[src/rtl/img_stream_reader.sv]
// Streams an img_w x img_h frame of pixels from DRAM into a small output FIFO,
// tagging each pixel with end-of-row / end-of-frame flags.
module img_stream_reader #(
    parameter int A_WIDTH    = 20,
    parameter int D_WIDTH    = 8,
    parameter int FIFO_DEPTH = 4
) (
    input  logic               clk,
    input  logic               rst,
    input  logic               start,
    input  logic [A_WIDTH-1:0] base_addr,
    input  logic [10:0]        img_w,
    input  logic [10:0]        img_h,
    output logic               busy,
    output logic               done,
    output logic               ren,
    output logic [A_WIDTH-1:0] raddr,
    input  logic [D_WIDTH-1:0] rdata,
    output logic               out_valid,
    input  logic               out_ready,
    output logic [D_WIDTH-1:0] out_data,
    output logic               out_eol,
    output logic               out_last
);

    localparam int PW = (FIFO_DEPTH > 1) ? $clog2(FIFO_DEPTH) : 1;
    localparam int CW = PW + 1;
    localparam int EW = D_WIDTH + 2;
    localparam logic [CW:0] L_DEPTH = (CW+1)'(FIFO_DEPTH);

    typedef enum logic [1:0] {S_IDLE, S_RUN, S_DRAIN} state_t;

    state_t             r_state;
    state_t             w_next;
    logic [A_WIDTH-1:0] r_raddr;
    logic [10:0]        r_w;
    logic [10:0]        r_h;
    logic [10:0]        r_col;
    logic [10:0]        r_row;
    logic               r_inflight;
    logic               r_infl_eol;
    logic               r_infl_last;
    logic               r_done;
    logic [EW-1:0]      r_mem [FIFO_DEPTH];
    logic [PW-1:0]      r_wptr;
    logic [PW-1:0]      r_rptr;
    logic [CW-1:0]      r_count;

    logic               w_start_ok;
    logic               w_start_empty;
    logic               w_ren;
    logic               w_busy;
    logic               w_eol;
    logic               w_last;
    logic               w_push;
    logic               w_pop;
    logic               w_empty;
    logic               w_last_pop;
    logic [EW-1:0]      w_head;
    logic [CW:0]        w_occ;

    assign w_start_ok    = start && (img_w != '0) && (img_h != '0);
    assign w_start_empty = start && ((img_w == '0) || (img_h == '0));
    assign w_empty       = (r_count == '0);
    assign w_head        = r_mem[r_rptr];
    assign w_push        = r_inflight;
    assign w_pop         = !w_empty && out_ready;
    assign w_last_pop    = w_pop && w_head[0];
    // Reads already in flight reserve a FIFO slot, so the buffer can never overflow
    assign w_occ         = {1'b0, r_count} + {{CW{1'b0}}, r_inflight};
    assign w_eol         = (r_col == r_w - 11'd1);
    assign w_last        = w_eol && (r_row == r_h - 11'd1);

    always_ff @(posedge clk) begin
        if (rst) begin
            r_state <= S_IDLE;
        end else begin
            r_state <= w_next;
        end
    end

    always_comb begin
        w_next = r_state;
        w_ren  = 1'b0;
        w_busy = 1'b0;
        case (r_state)
            S_IDLE: begin
                if (w_start_ok) w_next = S_RUN;
            end
            S_RUN: begin
                w_busy = 1'b1;
                w_ren  = (w_occ < L_DEPTH);
                if (w_ren && w_last) w_next = S_DRAIN;
            end
            S_DRAIN: begin
                w_busy = 1'b1;
                if (w_last_pop) w_next = S_IDLE;
            end
            default: w_next = S_IDLE;
        endcase
    end

    always_ff @(posedge clk) begin
        if (rst) begin
            r_raddr     <= '0;
            r_w         <= '0;
            r_h         <= '0;
            r_col       <= '0;
            r_row       <= '0;
            r_inflight  <= 1'b0;
            r_infl_eol  <= 1'b0;
            r_infl_last <= 1'b0;
            r_done      <= 1'b0;
            r_wptr      <= '0;
            r_rptr      <= '0;
            r_count     <= '0;
            // Storage is cleared too so the head (out_data/out_eol/out_last) reads 0
            for (int unsigned i = 0; i < FIFO_DEPTH; i++) r_mem[i] <= '0;
        end else begin
            r_done     <= ((r_state == S_IDLE) && w_start_empty) ||
                          ((r_state == S_DRAIN) && w_last_pop);
            r_inflight <= w_ren;
            if (w_ren) begin
                r_infl_eol  <= w_eol;
                r_infl_last <= w_last;
            end

            if ((r_state == S_IDLE) && w_start_ok) begin
                r_raddr <= base_addr;
                r_w     <= img_w;
                r_h     <= img_h;
                r_col   <= '0;
                r_row   <= '0;
            end else if (w_ren) begin
                r_raddr <= r_raddr + 1'b1;
                if (w_eol) begin
                    r_col <= '0;
                    r_row <= r_row + 11'd1;
                end else begin
                    r_col <= r_col + 11'd1;
                end
            end

            if (w_push) begin
                r_mem[r_wptr] <= {rdata, r_infl_eol, r_infl_last};
                r_wptr        <= r_wptr + 1'b1;
            end
            if (w_pop) r_rptr <= r_rptr + 1'b1;
            case ({w_push, w_pop})
                2'b10:   r_count <= r_count + 1'b1;
                2'b01:   r_count <= r_count - 1'b1;
                default: r_count <= r_count;
            endcase
        end
    end

    assign busy      = w_busy;
    assign done      = r_done;
    assign ren       = w_ren;
    assign raddr     = r_raddr;
    assign out_valid = !w_empty;
    assign out_data  = w_head[EW-1:2];
    assign out_eol   = w_head[1];
    assign out_last  = w_head[0];

endmodule

[config.mk]
export PLATFORM = sky130hd
export DESIGN_NAME = img_stream_reader
export DESIGN_NICKNAME = d
export VERILOG_FILES = /design/src/rtl/img_stream_reader.sv
export SDC_FILE = /design/constraint.sdc
export NUM_CORES = 1
export LEC_CHECK = 0
export BUFFER_PORTS_ARGS = -buffer_cell sky130_fd_sc_hd__buf_2
export CORE_MARGIN = 2
export CORE_UTILIZATION = 55
export CTS_CLUSTER_DIAMETER = 50
export DETAILED_ROUTE_END_ITERATION = 16
export PLACE_DENSITY = 0.79
export SLEW_MARGIN = 20
export SYNTH_ARGS = -nofsm -noshare
export SYNTH_HDL_FRONTEND = slang
export SYNTH_SLANG_ARGS = --single-unit
[constraint.sdc]
create_clock -name clk -period 3.6 [get_ports clk]
set_input_delay 0 -clock clk [delete_from_list [all_inputs] [get_ports clk]]
set_output_delay 0 -clock clk [all_outputs]
set_load 0.005 [all_outputs]
# Yosys cells after proc, flatten, opt, wreduce, memory -nomap -nowiden

Memories as Yosys holds them, arrays and structs flattened. A register that Yosys moved wholly into a read port is not among the register bits.
Index checks and enable logic that the tools add are counted.

Register bits: 77
Memory bits (writable): 40
Bits of input ports: 54
Output and inout bits: 34
Word-level logic and storage cells: 80
Memories: 1

Memories:

| name  | words | width | read ports | clocked after Yosys merged registers in | write ports | line | RTL |
|---|---|---|---|---|---|---|---|
| r_mem | 4     | 10    | 1          | 1                                       | 4           | 44   | `logic [EW-1:0] r_mem [FIFO_DEPTH];` |

$add $sub $neg: 10
Magnitude comparators: 1
Equality and inequality tests: 9
Muxes and demuxes: 20
Reduce and logical (&&, ||, !) cells: 26

Operators by type and width:

| operator                                                                     | number |
|---|---|
| 20-bit 2-to-1 mux                                                            | 2 |
| 11-bit by 1-bit adder with 11-bit output, second input constant              | 2 |
| 11-bit equality test                                                         | 2 |
| 11-bit logical NOT                                                           | 2 |
| 11-bit nonzero test                                                          | 2 |
| 11-bit by 1-bit subtractor with 11-bit output, second input constant         | 2 |
| 20-bit by 1-bit adder with 20-bit output, second input constant              | 1 |
| 2-bit 2-to-1 mux                                                             | 6 |
| 11-bit 2-to-1 mux                                                            | 1 |
| 1-bit logical AND                                                            | 10 |
| 10-bit 2-to-1 mux                                                            | 1 |
| 10-bit OR reduction                                                          | 1 |
| 1-bit 2-to-1 mux                                                             | 8 |
| 2-bit inequality test, second input constant                                 | 3 |
| 2-bit one-hot mux with 3 select lines                                        | 1 |
| 3-bit one-hot mux with 2 select lines                                        | 1 |
| 2-bit by 1-bit adder with 2-bit output, second input constant                | 2 |
| 3-bit by 1-bit adder with 4-bit output                                       | 1 |
| 2-bit by 1-bit equality test with 1-bit output, second input constant        | 2 |
| 2-bit equality test, second input constant                                   | 2 |
| 4-bit by 3-bit less-than comparator with 1-bit output, second input constant | 1 |
| 2-bit nonzero test                                                           | 2 |
| 2-bit OR reduction                                                           | 2 |
| 3-bit by 1-bit adder with 3-bit output, second input constant                | 1 |
| 7 further kinds                                                              | 8 |

# Logic depth before layout (Yosys ltp)

Word-level depth: 6
Gate-level depth with buffers: 10

# Worst setup path after synthesis

OpenSTA, ideal clock, no wires.

Kind: register to register
Start: register r_w[0]
End: register r_row[10]
Arrival time: 2.756 ns
Data required time: 3.529 ns
Path slack: 0.773 ns
Stages on the path, launching flop included: 11
Path buffers: 0
Period minus slack after synthesis: 2.827 ns
Cells stage by stage: dfxtp_1 inv_1 ha_1 nor2b_1 or3_1 a31oi_2 nand4_2 nor4_4 nand4_4 or4_1 a21oi_1

Word-level cells in the longest chain between the ends: 3

RTL lines:

| what                                          | line | RTL |
|---|---|---|
| from (decl)                                   | 36   | `logic [10:0] r_w;` |
| from (signal assigned)                        | 130  | `r_w <= img_w;` |
| 11-bit by 1-bit subtractor with 11-bit output | 71   | `assign w_eol = (r_col == r_w - 11'd1);` |
| 11-bit equality test                          | 71   |  |
| 2-bit AND reduction (no source line)          | --   |  |
| to (signal assigned)                          | 138  | `r_row <= r_row + 11'd1;` |
| to (decl)                                     | 39   | `logic [10:0] r_row;` |

No other way between the ends.
A chain may end at the register's enable or synchronous reset.

# Worst setup path after layout

Start: register r_w[0]
End: register r_state[1]

Word-level cells in the longest chain between the ends: 6

RTL lines:

| what                                          | line | RTL |
|---|---|---|
| 11-bit by 1-bit subtractor with 11-bit output | 71   |  |
| 11-bit equality test                          | 71   |  |
| 1-bit logical AND                             | 72   | `assign w_last = w_eol && (r_row == r_h - 11'd1);` |
| 1-bit logical AND                             | 93   | `if (w_ren && w_last) w_next = S_DRAIN;` |
| 2-bit inequality test (no source line)        | --   |  |
| 3-bit AND reduction (no source line)          | --   |  |
| to (signal assigned)                          | 78   | `r_state <= w_next;` |
| to (decl)                                     | 33   | `state_t r_state;` |

No other way between the ends.

==> impl_metrics.json <==
{
  "postLayoutCoreUtil": 0.732,
  "rsz0062_at_grt": "false",
  "status": "complete, no violations",
  "cp-end-kind": "flop",
  "grt_pass1_vias": 5033,
  "cts.reportedPaths.clkPinSlew_ns": 0.06,
  "seq_area_frac_synth": 0.469,
  "final_cell_mix": "nor2_1, buf_2, nand2_1",
  "numCtsBuffers": 17,
  "area_delta_synth_final_pct": 28.5,
  "die_w_um": 108,
  "die_area_um2": 11600,
  "syn_nets": 695,
  "via_per_inst": 5.55,
  "r2r_cells": 10,
  "critPathMostFrequentCell": "or3_1",
  "synthesis.area_um2": 5940,
  "cts_max_path_buffers": 2,
  "timing.rr.start": "r_w[0]",
  "route.met2.wl_mm": 7.64,
  "hp-class": "input port to flop",
  "root_buffer": "clkbuf_8",
  "cts_setup_buffers": 0,
  "die_h_um": 108,
  "async_reset_ff_frac": 0,
  "synth_edf_count": 40,
  "drc": 0,
  "crit_end": "r_state[1]",
  "cp_max_fo": 6,
  "drtPass1Iterations": 5,
  "layout-drive-gt1-share": 0.189,
  "diodes": 0,
  "fin_crit_ns": 3.12,
  "worst_slack_ns": 0.479,
  "syn_inst": 630,
  "slew_violations": 0,
  "grt_max_degree": 64,
  "setup_viol": 0,
  "fin_hold_ws_ns": 0.00256,
  "cp-start-kind": "flop",
  "crit_buf_inv": 1,
  "critical_path.startpoint": "r_w[0]",
  "cp_top_family": "simple AND/OR/NAND/NOR gates",
  "power_density_nw_per_um2": 634,
  "final.setup.tns_ns": 0,
  "start_util": 0.570,
  "core_um2": 10400,
  "ys_types": 53,
  "rr_endpoint": "r_state[1]",
  "crit_path_top_delay_cell": "nor4_1",
  "port_buffers": 87,
  "rows": 37,
  "tritoncts": "built",
  "htree_levels": 4,
  "fin_crit_sh": 0.867,
  "place_inst": 829,
  "synth_ff_type": "dfxtp_1",
  "hold_path_depth": 4,
  "routabilityCongestion": 0.851,
  "p_leak_nw": 3.03,
  "initialDrtViolationCount": 290,
  "arrival_ns": 3.56,
  "clock_skew_ns": 0.0112,
  "grt_pass1_wl_mm": 24.0,
  "fmax_mhz": 320,
  "routedWlPerCell_um": 16.3,
  "relSlewSlack": 0.360,
  "grtUsageTotal": 0.267,
  "clock_sinks": 119,
  "wl_met1_mm": 6.04,
  "place_hpwl_mm": 9.22,
  "wirelength_mm": 14.8,
  "peakVddDrop_mv": 0.506,
  "ios": 88,
  "place_worst_setup_slack_ns": 0.517,
  "critPathMaxStageDelay_ns": 0.57,
  "nets": 828,
  "path_class": "flop to flop",
  "antenna_found_initial": 0,
  "synth.avg_cell_area_um2": 9.42,
  "ys_ff_latch": 119,
  "cts_resized": 0,
  "clk_latency_ns": 0.52,
  "fin_cells": 912,
  "ant_nets": 0,
  "worstMarginPinSlew_ns": 0.957,
  "wl_met3_um": 920,
  "path_depth": 10,
  "vias": 5066,
  "cp.required_ns": 4.04,
  "fillCellCount": 705,
  "synth_warnings": 0,
  "highest_layer": "met4",
  "maxCapViolations": 0,
  "worst-r2r-setup-slack_ns": 0.48,
  "overflow": 0,
  "hold_viol": 0,
  "critical_path.cell_chain": "inv_1 > ha_1 > nor2b_1 > or3_1 > a31oi_2 > nand4_2 > or3_1 > nor4_1 > a31o_1 > mux2i_1"
}
==> worst min-delay path by stage <==
stage	start	to	slack, ns
2_1_floorplan	img_h[10]	r_h[10]	0.14
3_3_place_gp	img_w[6]	r_w[6]	0.26
3_5_place_dp	img_h[7]	r_h[7]	0.26
4_1_cts	out_ready	r_rptr[0]	0.006
5_1_grt	out_ready	r_rptr[0]	0.04
6_report	out_ready	r_rptr[0]	0.003
==> metrics by stage <==
stage                     instance area (µm²)  power [mW]
after floorplan                          5940        2.60
after global placement                   6470        2.92
after detailed placement                 6470        2.97
after CTS                                7630        4.83
after global routing                     7630        5.07
final                                    7630        4.84
==> flip-flops by register name, indices dropped and copies added, names as in the netlist, named ones only <==
| signal | cells |
|---|---|
| done | 1 |
| r_w | 11 |
| r_h | 11 |
| r_state | 2 |
| r_col | 11 |
| r_inflight | 1 |
| r_wptr | 2 |
| r_count | 3 |
| r_infl_last | 1 |
| r_rptr | 2 |
| raddr | 20 |
| r_mem | 40 |
| r_row | 11 |
| r_infl_eol | 1 |
==> cells in the mapped netlist (3+ instances only) <==
master    count  area, µm²
nor2_1       87        327
nand2_1      85        319
dfxtp_1      79       1580
edfxtp_1     40       1200
a21oi_1      36        180
xnor2_1      35        307
xor2_1       27        236
clkbuf_1     26       97.6
inv_1        24       90.1
a211oi_1     19        143
nand3_1      15       75.1
and2_1       12       75.1
nand4_1      12       75.1
and3_1       10       62.6
ha_1         10        125
mux4_2       10        225
mux2i_1       9       90.1
nor4_1        8       50.1
nand2b_1      7       43.8
nor2b_1       7       43.8
nor3_1        7       35.0
or3_1         7       43.8
a31oi_1       6       37.5
nor3b_1       6       45.0
o21ai_0       6       30.0
a31oi_2       3       37.5
and4_1        3       26.3
nor4b_1       3       26.3
or2_2         3       18.8
==> report_power, final <==
part,total [mW],switching (mW),internal (mW)
sequential,1.74,0.184,1.56
clock,1.83,0.603,1.22
combinational,1.27,0.699,0.570
total,4.84,1.49,3.35
==> worst min-delay path, delay by kind of cell <==
family                 cells  cell delay [ns]
buffers and inverters      1             0.07
XOR/XNOR                   1             0.12
AND/OR/NAND/NOR            2             0.29
==> routing by layer <==
| layer | vias to the layer above | track usage |
|---|---|---|
| met4 | 0 | 0.0962 |
| met1 | 2387 | 0.322 |
| li1 | 2461 | - |
| met5 | - | 0 |
| met3 | 26 | 0.0617 |
| met2 | 192 | 0.465 |
==> final cells by class <==
class / count / area (µm²) / share of cell area
sequential: 119 / 2780 / 0.365
clock buffer: 21 / 482 / 0.0631
tap: 136 / 170 / 0.0223
timing repair buffer: 143 / 983 / 0.129
clock inverter: 11 / 165 / 0.0216
multi-input combinational: 458 / 2960 / 0.388
inverter: 24 / 90.1 / 0.0118
==> cell families after synthesis <==
logic type / count (synthesis) / synth area share
xor gates and xnor gates: 63 / 0.0942
muxes: 21 / 0.0569
AOI/OAI and AO/OA: 82 / 0.0881
DFF: 119 / 0.469
buffers and inverters: 53 / 0.0341
and+or+nand+nor: 281 / 0.234
adders and majority gates: 11 / 0.0244
==> timing repair <==
action,CTS,global route
hold buffers,51,0
hold endpoints to repair,75,0
setup endpoints to repair,0,0
(Power assumes the default switching activity.)
